### src/rtl/seq_divider.sv
// Multi-cycle non-restoring integer divider with RISC-V M semantics (div, divu, rem, remu).
// One quotient bit per cycle; divide-by-zero and signed overflow finish immediately.
module seq_divider #(
    parameter int WIDTH = 32
) (
    input  logic             clk,
    input  logic             rst,
    input  logic             start,
    input  logic [1:0]       op,
    input  logic [WIDTH-1:0] a,
    input  logic [WIDTH-1:0] b,
    input  logic             flush,
    output logic             ready,
    output logic             resp,
    output logic [WIDTH-1:0] f
);

    localparam int CNT_W = $clog2(WIDTH + 1);
    localparam logic [WIDTH-1:0] MIN_INT = {1'b1, {(WIDTH-1){1'b0}}};
    localparam logic [WIDTH-1:0] ONE     = {{(WIDTH-1){1'b0}}, 1'b1};

    typedef enum logic [1:0] {
        IDLE,
        CALC,
        DONE
    } state_t;

    state_t           state_q, state_d;
    logic [1:0]       op_q, op_d;
    logic             a_neg_q, a_neg_d;
    logic             b_neg_q, b_neg_d;
    logic             div_zero_q, div_zero_d;
    logic             ovf_q, ovf_d;
    logic [WIDTH:0]   rem_q, rem_d;
    logic [WIDTH-1:0] quo_q, quo_d;
    logic [WIDTH-1:0] dvs_q, dvs_d;
    logic [CNT_W-1:0] cnt_q, cnt_d;
    logic [WIDTH-1:0] f_q, f_d;

    logic             signed_in;
    logic             a_neg_in;
    logic             b_neg_in;
    logic [WIDTH-1:0] a_mag;
    logic [WIDTH-1:0] b_mag;
    logic             zero_in;
    logic             ovf_in;

    assign signed_in = ~op[0];
    assign a_neg_in  = signed_in & a[WIDTH-1];
    assign b_neg_in  = signed_in & b[WIDTH-1];
    assign a_mag     = a_neg_in ? (~a + ONE) : a;
    assign b_mag     = b_neg_in ? (~b + ONE) : b;
    assign zero_in   = (b == '0);
    assign ovf_in    = signed_in && (a == MIN_INT) && (b == '1);

    // One non-restoring step: the remainder stays WIDTH+1 bits wide and the
    // modular wrap of the dropped top bit is harmless because every result lies in [-dvs, dvs).
    logic [WIDTH:0]   shifted;
    logic [WIDTH:0]   dvs_ext;
    logic [WIDTH:0]   rem_step;
    logic [WIDTH-1:0] quo_step;
    logic [WIDTH-1:0] rem_fix;
    logic             q_neg;
    logic             r_neg;
    logic [WIDTH-1:0] quo_res;
    logic [WIDTH-1:0] rem_res;
    logic [WIDTH-1:0] result;
    logic             last_iter;

    assign shifted   = {rem_q[WIDTH-1:0], quo_q[WIDTH-1]};
    assign dvs_ext   = {1'b0, dvs_q};
    assign rem_step  = rem_q[WIDTH] ? (shifted + dvs_ext) : (shifted - dvs_ext);
    assign quo_step  = {quo_q[WIDTH-2:0], ~rem_step[WIDTH]};
    assign rem_fix   = rem_step[WIDTH] ? (rem_step[WIDTH-1:0] + dvs_q) : rem_step[WIDTH-1:0];
    assign q_neg     = ~op_q[0] & (a_neg_q ^ b_neg_q);
    assign r_neg     = ~op_q[0] & a_neg_q;
    assign quo_res   = q_neg ? (~quo_step + ONE) : quo_step;
    assign rem_res   = r_neg ? (~rem_fix + ONE) : rem_fix;
    assign result    = op_q[1] ? rem_res : quo_res;
    assign last_iter = (cnt_q == CNT_W'(WIDTH - 1));

    assign ready = (state_q == IDLE);
    assign resp  = (state_q == DONE) && !flush;
    assign f     = f_q;

    always_comb begin
        state_d    = state_q;
        op_d       = op_q;
        a_neg_d    = a_neg_q;
        b_neg_d    = b_neg_q;
        div_zero_d = div_zero_q;
        ovf_d      = ovf_q;
        rem_d      = rem_q;
        quo_d      = quo_q;
        dvs_d      = dvs_q;
        cnt_d      = cnt_q;
        f_d        = f_q;

        case (state_q)
            IDLE: begin
                if (start && !flush) begin
                    op_d       = op;
                    a_neg_d    = a_neg_in;
                    b_neg_d    = b_neg_in;
                    div_zero_d = zero_in;
                    ovf_d      = ovf_in;
                    rem_d      = '0;
                    quo_d      = a_mag;
                    dvs_d      = b_mag;
                    cnt_d      = '0;
                    if (zero_in) begin
                        f_d     = op[1] ? a : '1;
                        state_d = DONE;
                    end else if (ovf_in) begin
                        f_d     = op[1] ? '0 : MIN_INT;
                        state_d = DONE;
                    end else begin
                        state_d = CALC;
                    end
                end
            end
            CALC: begin
                if (flush) begin
                    state_d = IDLE;
                end else if (div_zero_q || ovf_q) begin
                    // Special cases never iterate; their result was already produced at accept.
                    state_d = DONE;
                end else begin
                    rem_d = rem_step;
                    quo_d = quo_step;
                    cnt_d = cnt_q + CNT_W'(1);
                    if (last_iter) begin
                        f_d     = result;
                        state_d = DONE;
                    end
                end
            end
            DONE: begin
                state_d = IDLE;
            end
            default: begin
                state_d = IDLE;
            end
        endcase
    end

    always_ff @(posedge clk) begin
        if (rst) begin
            state_q    <= IDLE;
            op_q       <= '0;
            a_neg_q    <= 1'b0;
            b_neg_q    <= 1'b0;
            div_zero_q <= 1'b0;
            ovf_q      <= 1'b0;
            rem_q      <= '0;
            quo_q      <= '0;
            dvs_q      <= '0;
            cnt_q      <= '0;
            f_q        <= '0;
        end else begin
            state_q    <= state_d;
            op_q       <= op_d;
            a_neg_q    <= a_neg_d;
            b_neg_q    <= b_neg_d;
            div_zero_q <= div_zero_d;
            ovf_q      <= ovf_d;
            rem_q      <= rem_d;
            quo_q      <= quo_d;
            dvs_q      <= dvs_d;
            cnt_q      <= cnt_d;
            f_q        <= f_d;
        end
    end

endmodule

### config.mk
export PLATFORM = sky130hd
export DESIGN_NAME = seq_divider
export DESIGN_NICKNAME = d
export VERILOG_FILES = /design/src/rtl/seq_divider.sv
export SDC_FILE = /design/constraint.sdc
export NUM_CORES = 1
export LEC_CHECK = 0
export ABC_AREA = 0
export BUFFER_PORTS_ARGS = -buffer_cell sky130_fd_sc_hd__buf_4
export CAP_MARGIN = 40
export CORE_ASPECT_RATIO = 0.5
export CORE_MARGIN = 2
export CORE_UTILIZATION = 40
export DETAILED_ROUTE_END_ITERATION = 7
export GPL_TIMING_DRIVEN = 0
export PLACE_DENSITY = 0.56
export SYNTH_ARGS = -nofsm -noshare
export SYNTH_HDL_FRONTEND = slang
export SYNTH_SLANG_ARGS = --single-unit
### constraint.sdc
create_clock -name clk -period 7.3 [get_ports clk]
set_input_delay 1.46 -clock clk [delete_from_list [all_inputs] [get_ports clk]]
set_output_delay 1.46 -clock clk [all_outputs]
set_load 0.01 [all_outputs]
==> flow_summary.json, run 1 <==
{
  "grt_pass1_wl_um": 88750,
  "fmax_ghz": 0.1407,
  "antenna_found_initial": 1,
  "pwr-share-clk": 0.187,
  "setup_viol": 0,
  "core_area_mm2": 0.03453,
  "power.density_mw_per_mm2": 306.7,
  "final_nets": 2249,
  "rr_endpoint": "f[16]",
  "post-place-ws_ns": -0.9987,
  "die_area_mm2": 0.03667,
  "cts_root_buf": "clkbuf_16",
  "grt_max_degree": 17,
  "layout_setup_ws_ns": 0.1951,
  "fin_cells": 2592,
  "ant_nets": 0,
  "max_stage_delay_ns": 0.59,
  "critical_path_required_ns": 7.61,
  "use_met3": 0.06684,
  "ctsHtreeMaxLevel": 4,
  "seq_power_share": 0.177,
  "slew_headroom": 0.3139,
  "r2r_slack_ns": 0.20,
  "avgSynthCellArea_um2": 7.113,
  "first_pass_iters": 6,
  "hold_depth": 2,
  "cpLargestDelayFamily": "simple AND/OR/NAND/NOR gates",
  "max-vdd-ir-drop_uv": 171.3,
  "hold_class": "reg -> reg",
  "syn_inst": 1972,
  "worstRegToRegCells": 28,
  "via_count": 15840,
  "rows": 48,
  "crit_slowest_cell": "or4_4",
  "period_minus_slack_ns": 7.105,
  "portBuffers": 103,
  "io_pins": 104,
  "use_met1": 0.4675,
  "worstPathArrival_ns": 7.41,
  "layout_common_cells": "246 x nor2_1, 234 x a21oi_1, 157 x nand2_1",
  "p_int_mw": 2.427,
  "synthFlopType": "dfxtp_1",
  "grt_pass1_vias": 14220,
  "routed_via_density": 6.110,
  "die_w_um": 268.8,
  "cts_made_buffers": 17,
  "p_total_mw": 5.028,
  "drive_above_1_share": 0.1163,
  "routedWlPerCell_um": 23.08,
  "critical_path.max_fanout": 10,
  "synth_edf_count": 0,
  "seq_area_frac_synth": 0.2041,
  "synth_seq_cells": 143,
  "drv_slew": 0,
  "cts_max_path_buffers": 2,
  "syn_area_mm2": 0.01403,
  "overflow": 0,
  "fin_tns_setup_ns": 0,
  "min_from": "f[0]",
  "syn_nets": 2119,
  "r2r-start": "dvs_q[5]",
  "clk_pin_slew_ns": 0.06,
  "hpwl_um": 48100,
  "power_leakage_nw": 6.277,
  "worstMarginPinSlew_ns": 1.022,
  "initial_core_util": 0.4062,
  "async_reset_ff_frac": 0,
  "totalWireLength_um": 59840,
  "switchingPower_mw": 2.601,
  "use_met2": 0.4805,
  "grt.busiest_layer": "met2",
  "hold_viol_final": 0,
  "drc": 0,
  "clk_latency_ns": 0.45,
  "start_kind": "flop",
  "final_common_cell": "nor2_1",
  "cp-end-kind": "flop",
  "place_inst": 2555,
  "whs_endpoint": "f[0]",
  "place.gp.congestion": 0.9848,
  "drv_cap": 0,
  "clock-sinks": 143,
  "die_h_um": 136.4,
  "status": "complete, no violations",
  "area_growth_pct": 16.89,
  "netSwitchingFraction": 0.5172,
  "p_comb_frac": 0.635,
  "period_share": 0.9733,
  "yosysUniqueCellTypes": 85,
  "fin_skew_ns": 0.01384,
  "yosys_warnings": 0,
  "cts_tree": "built",
  "crit_type": "reg -> reg",
  "cp_num_buf_inv": 3,
  "drtIter0Drc": 1510,
  "track_usage": 0.3233
}
flip-flops by register name, indices dropped and copies added, names as in the netlist:
name,flops
cnt_q,6
b_neg_q,1
a_neg_q,1
state_q,2
div_zero_q,1
dvs_q,32
quo_q,32
rem_q,33
f,32
ovf_q,1
op_q,2
cell type report:
class,count,area (um2)
inverter,52,195.2
fill,3621,18140
clock buffer,23,467.9
timing repair buffer,116,870.8
multi-input combinational,1659,10790
sequential,143,2863
antenna,2,5.005
buffer,113,478.0
tap,475,594.3
clock inverter,9,133.9
stage by stage:
step | hold slack (ns) | utilization | instance area [um2]
floorplan | 0.4444 | - | 14030
global placement | 0.4592 | 0.4458 | 15390
detailed placement | 0.4626 | 0.4469 | 15430
CTS | 0.4714 | 0.4664 | 16110
global route | 0.4841 | 0.4746 | 16390
finish | 0.4701 | 0.4748 | 16400
per-layer routing:
metal	routed length [um]	part of all wire	vias up
met2	24920	0.42	644
met1	28320	0.47	7622
met4	1404	0.023	0
li1	-	-	7485
met5	0	0	-
met3	5193	0.087	86
worst register-to-register path: cells and delay by family, from the launching register on:
kind,cells,cell delay [ns]
buf+inv,3,0.61
compound gates,9,2.05
simple gates,10,2.38
fa+ha+maj,2,0.68
xor+xnor,3,0.59
mux,1,0.26
flops,1,0.40
synthesized netlist by cell type (6+ instances only):
cell type	n	area (um2)
and2_1	19	118.9
nor3b_1	8	60.06
o21bai_1	8	60.06
ha_1	75	938.4
mux2i_1	20	200.2
xor2_1	100	875.8
nor2b_1	12	75.07
o21a_1	19	142.6
and3_1	12	75.07
nor4_1	27	168.9
a31oi_1	28	175.2
nor2_1	249	934.7
inv_1	51	191.4
a211o_1	8	70.07
nand2_1	159	596.8
nand4_1	25	156.4
xnor2_1	90	788.3
nand2b_1	27	168.9
buf_2	11	55.05
or3_1	16	100.1
a21oi_1	240	1201
a311oi_1	22	192.7
o21ai_0	112	560.5
a21o_1	15	112.6
o31ai_1	15	112.6
clkbuf_1	92	345.3
mux2_2	9	101.4
nor3_1	64	320.3
o41ai_1	8	70.07
a211oi_1	74	555.5
and4_1	6	52.55
dfxtp_1	143	2863
buf_1	10	37.54
or4_1	12	90.09
o211ai_1	26	195.2
nand3_1	60	300.3
how the worst max path moves through the flow:
stage,to,from,slack [ns],cells past startpoint
after floorplan,f[30],dvs_q[5],0.99,29
after CTS,f[31],dvs_q[5],0.008,26
final,f[16],dvs_q[5],0.20,28
after global routing,f[31],dvs_q[5],-0.01,25
after detailed placement,f[28],dvs_q[5],-1.0,29
after global placement,f[28],dvs_q[5],-1.11,29
cell families after synthesis:
kind of cell               Yosys count  share of synthesized area
buffers and inverters              170                    0.04861
adders and majority gates           77                    0.06975
AOI/OAI and AO/OA                  637                     0.2869
muxes                               31                    0.02337
and+or+nand+nor                    723                     0.2475
DFF                                143                     0.2041
xor gates and xnor gates           191                     0.1198
power by group through the flow:
stage	clock [mW]	combinational (mW)	sequential (mW)
after detailed placement	0	2.91	0.908
after global routing	0.972	3.38	0.896
final	0.942	3.19	0.892
after floorplan	0	1.94	0.886
after CTS	0.943	2.98	0.891
after global placement	0	2.92	0.908
timing repair:
action                                  in CTS  in global routing
resized for setup                           18                 52
cloned                                       0                  0
endpoints found under the setup margin      16                 18
pin swaps                                    2                  5
hold buffers                                 0                  0
setup buffers                                1                  7
hold endpoints to repair                     0                  0
No activity file was read; power rests on OpenSTA's default activity.
==> inputs of run 2 (changes only) <==
Settings changed: CELL_PAD_IN_SITES_DETAIL_PLACEMENT set to 1, CELL_PAD_IN_SITES_GLOBAL_PLACEMENT set to 1, CTS_CLUSTER_DIAMETER set to 80, PLACE_DENSITY 0.56 to 0.73.
==> run 2 against run 1 <==
  * Wire length increased by 5.5%
  * Total power up 1.8%
  * Cell area up 0.59%
  * Final cell count about the same
  * Critical path depth shrank 1
  * Hold slack improved by 0.0025 ns
==> flow_summary.json, run 2 (same netlist as run 1, synthesis figures left out) <==
{
  "worstPathArrival_ns": 7.43,
  "io_pins": 104,
  "worstRegToRegCells": 27,
  "layout_common_cells": "246 x nor2_1, 229 x a21oi_1, 157 x nand2_1",
  "p_comb_frac": 0.643,
  "cts_made_buffers": 17,
  "period_share": 0.9736,
  "hpwl_um": 50870,
  "seq_power_share": 0.175,
  "worstMarginPinSlew_ns": 0.9587,
  "initial_core_util": 0.4062,
  "routed_via_density": 6.209,
  "drv_cap": 0,
  "p_int_mw": 2.451,
  "power.density_mw_per_mm2": 310.5,
  "pwr-share-clk": 0.183,
  "rr_endpoint": "f[31]",
  "whs_endpoint": "rem_q[23]",
  "place.gp.congestion": 0.9795,
  "overflow": 0,
  "routedWlPerCell_um": 24.34,
  "drive_above_1_share": 0.1241,
  "period_minus_slack_ns": 7.107,
  "rows": 48,
  "crit_type": "reg -> reg",
  "die_w_um": 268.8,
  "netSwitchingFraction": 0.5213,
  "switchingPower_mw": 2.670,
  "critical_path.max_fanout": 7,
  "min_from": "rem_q[23]",
  "start_kind": "flop",
  "grt_pass1_vias": 15610,
  "place_inst": 2555,
  "status": "complete, no violations",
  "final_area_mm2": 0.01649,
  "drv_slew": 0,
  "area_growth_pct": 17.57,
  "hold_viol_final": 0,
  "cts_root_buf": "clkbuf_16",
  "final_nets": 2246,
  "track_usage": 0.3418,
  "antenna_found_initial": 5,
  "hold_depth": 2,
  "core_area_mm2": 0.03453,
  "fin_skew_ns": 0.01230,
  "grt_max_degree": 17,
  "regMostFlops": "rem_q",
  "die_h_um": 136.4,
  "ant_nets": 0,
  "hold_class": "reg -> reg",
  "first_pass_iters": 6,
  "totalWireLength_um": 63120,
  "drc": 0,
  "clk_pin_slew_ns": 0.07,
  "grt_pass1_wl_um": 93900,
  "r2r_slack_ns": 0.19,
  "fmax_ghz": 0.1407,
  "clk_latency_ns": 0.46,
  "cts_tree": "built",
  "fin_cells": 2593,
  "place_area_mm2": 0.01543,
  "die_area_mm2": 0.03667,
  "power_leakage_nw": 6.283,
  "drtIter0Drc": 1518,
  "slew_headroom": 0.3426,
  "critical_path_required_ns": 7.63,
  "clock-sinks": 143,
  "cp-end-kind": "flop",
  "nFillCells": 4408,
  "largest_reg_flops": 33,
  "setup_viol": 0,
  "max-vdd-ir-drop_uv": 169.7,
  "cts_max_path_buffers": 2,
  "r2r-start": "dvs_q[5]",
  "ctsHtreeMaxLevel": 4,
  "via_count": 16100,
  "final_common_cell": "nor2_1",
  "portBuffers": 103
}
==> run 2: per-stage QoR <==
step | total power, mW | TNS [ns] | utilization | setup slack [ns] | hold WS (ns)
2_1_floorplan | 2.828 | 0 | - | 0.9859 | 0.4444
3_5_place_dp | 3.864 | -9.429 | 0.4470 | -1.002 | 0.4649
3_3_place_gp | 3.830 | -8.923 | 0.4458 | -0.9478 | 0.4533
5_1_grt | 5.371 | -0.1432 | 0.4771 | -0.05009 | 0.5014
4_1_cts | 4.854 | -0.0006102 | 0.4665 | -0.0006102 | 0.4737
6_report | 5.121 | 0 | 0.4776 | 0.1926 | 0.4726
==> run 2: metal layers <==
layer / up-vias / wire (um) / GRT usage / share of wire
li1: 7485 / - / - / -
met4: 4 / 1718 / 0.1111 / 0.027
met1: 7924 / 29300 / 0.4663 / 0.46
met5: - / 26 / 0 / 0.00041
met2: 582 / 26660 / 0.5159 / 0.42
met3: 105 / 5406 / 0.09871 / 0.086
==> run 2: what timing repair did <==
item | in CTS | in global routing
setup buffers | 1 | 4
hold buffers | 0 | 0
endpoints found under the setup margin | 17 | 18
pin swaps | 2 | 14
resized for setup | 20 | 77
gates cloned | 0 | 0
==> run 2: worst max-delay path, stage by stage (launching register included) <==
cell,delay [ns]
dfxtp_1,0.41
or4_4,0.59
or3_4,0.37
and2b_2,0.26
nand2_1,0.09
nor2_4,0.22
a21oi_1,0.11
xor2_1,0.16
ha_2,0.42
nand2_1,0.09
o21ai_2,0.27
a211oi_2,0.10
nor2_1,0.16
nand2_1,0.16
xnor2_4,0.28
ha_2,0.38
a21oi_1,0.24
o21ai_1,0.16
a2111o_1,0.40
o2111ai_1,0.24
a211oi_1,0.12
or3_1,0.40
a21oi_1,0.23
xnor2_1,0.14
mux2i_4,0.32
a31oi_1,0.17
xnor2_1,0.32
o21ai_0,0.15
==> run 2: power groups by stage <==
stage / logic (mW) / clock network, mW / registers (mW)
floorplan: 1.94 / 0 / 0.886
global placement: 2.92 / 0 / 0.909
detailed placement: 2.95 / 0 / 0.910
CTS: 3.02 / 0.944 / 0.893
global route: 3.50 / 0.969 / 0.899
finish: 3.29 / 0.936 / 0.895
==> run 2: final cells by class <==
type                    count  area, um2  share of cell area
clock buffers              23      467.9             0.02837
multi-input cells        1659      10880              0.6598
flip-flops and latches    143       2863              0.1736
repair buffers            115      870.8             0.05280
inverters                  52      195.2             0.01184
well taps                 475      594.3             0.03604
diodes                      7      17.52            0.001062
clock inverters             8      130.1            0.007890
plain buffers             111      471.7             0.02860
==> run 2: worst max path at each step <==
stage	start	to	slack, ns	cells after the start
after floorplan	dvs_q[5]	f[30]	0.99	29
after global placement	dvs_q[5]	f[28]	-0.95	29
after detailed placement	dvs_q[5]	f[26]	-1.00	29
after CTS	dvs_q[5]	f[26]	-0.0006	26
after global routing	dvs_q[0]	f[25]	-0.05	28
final	dvs_q[5]	f[31]	0.19	27
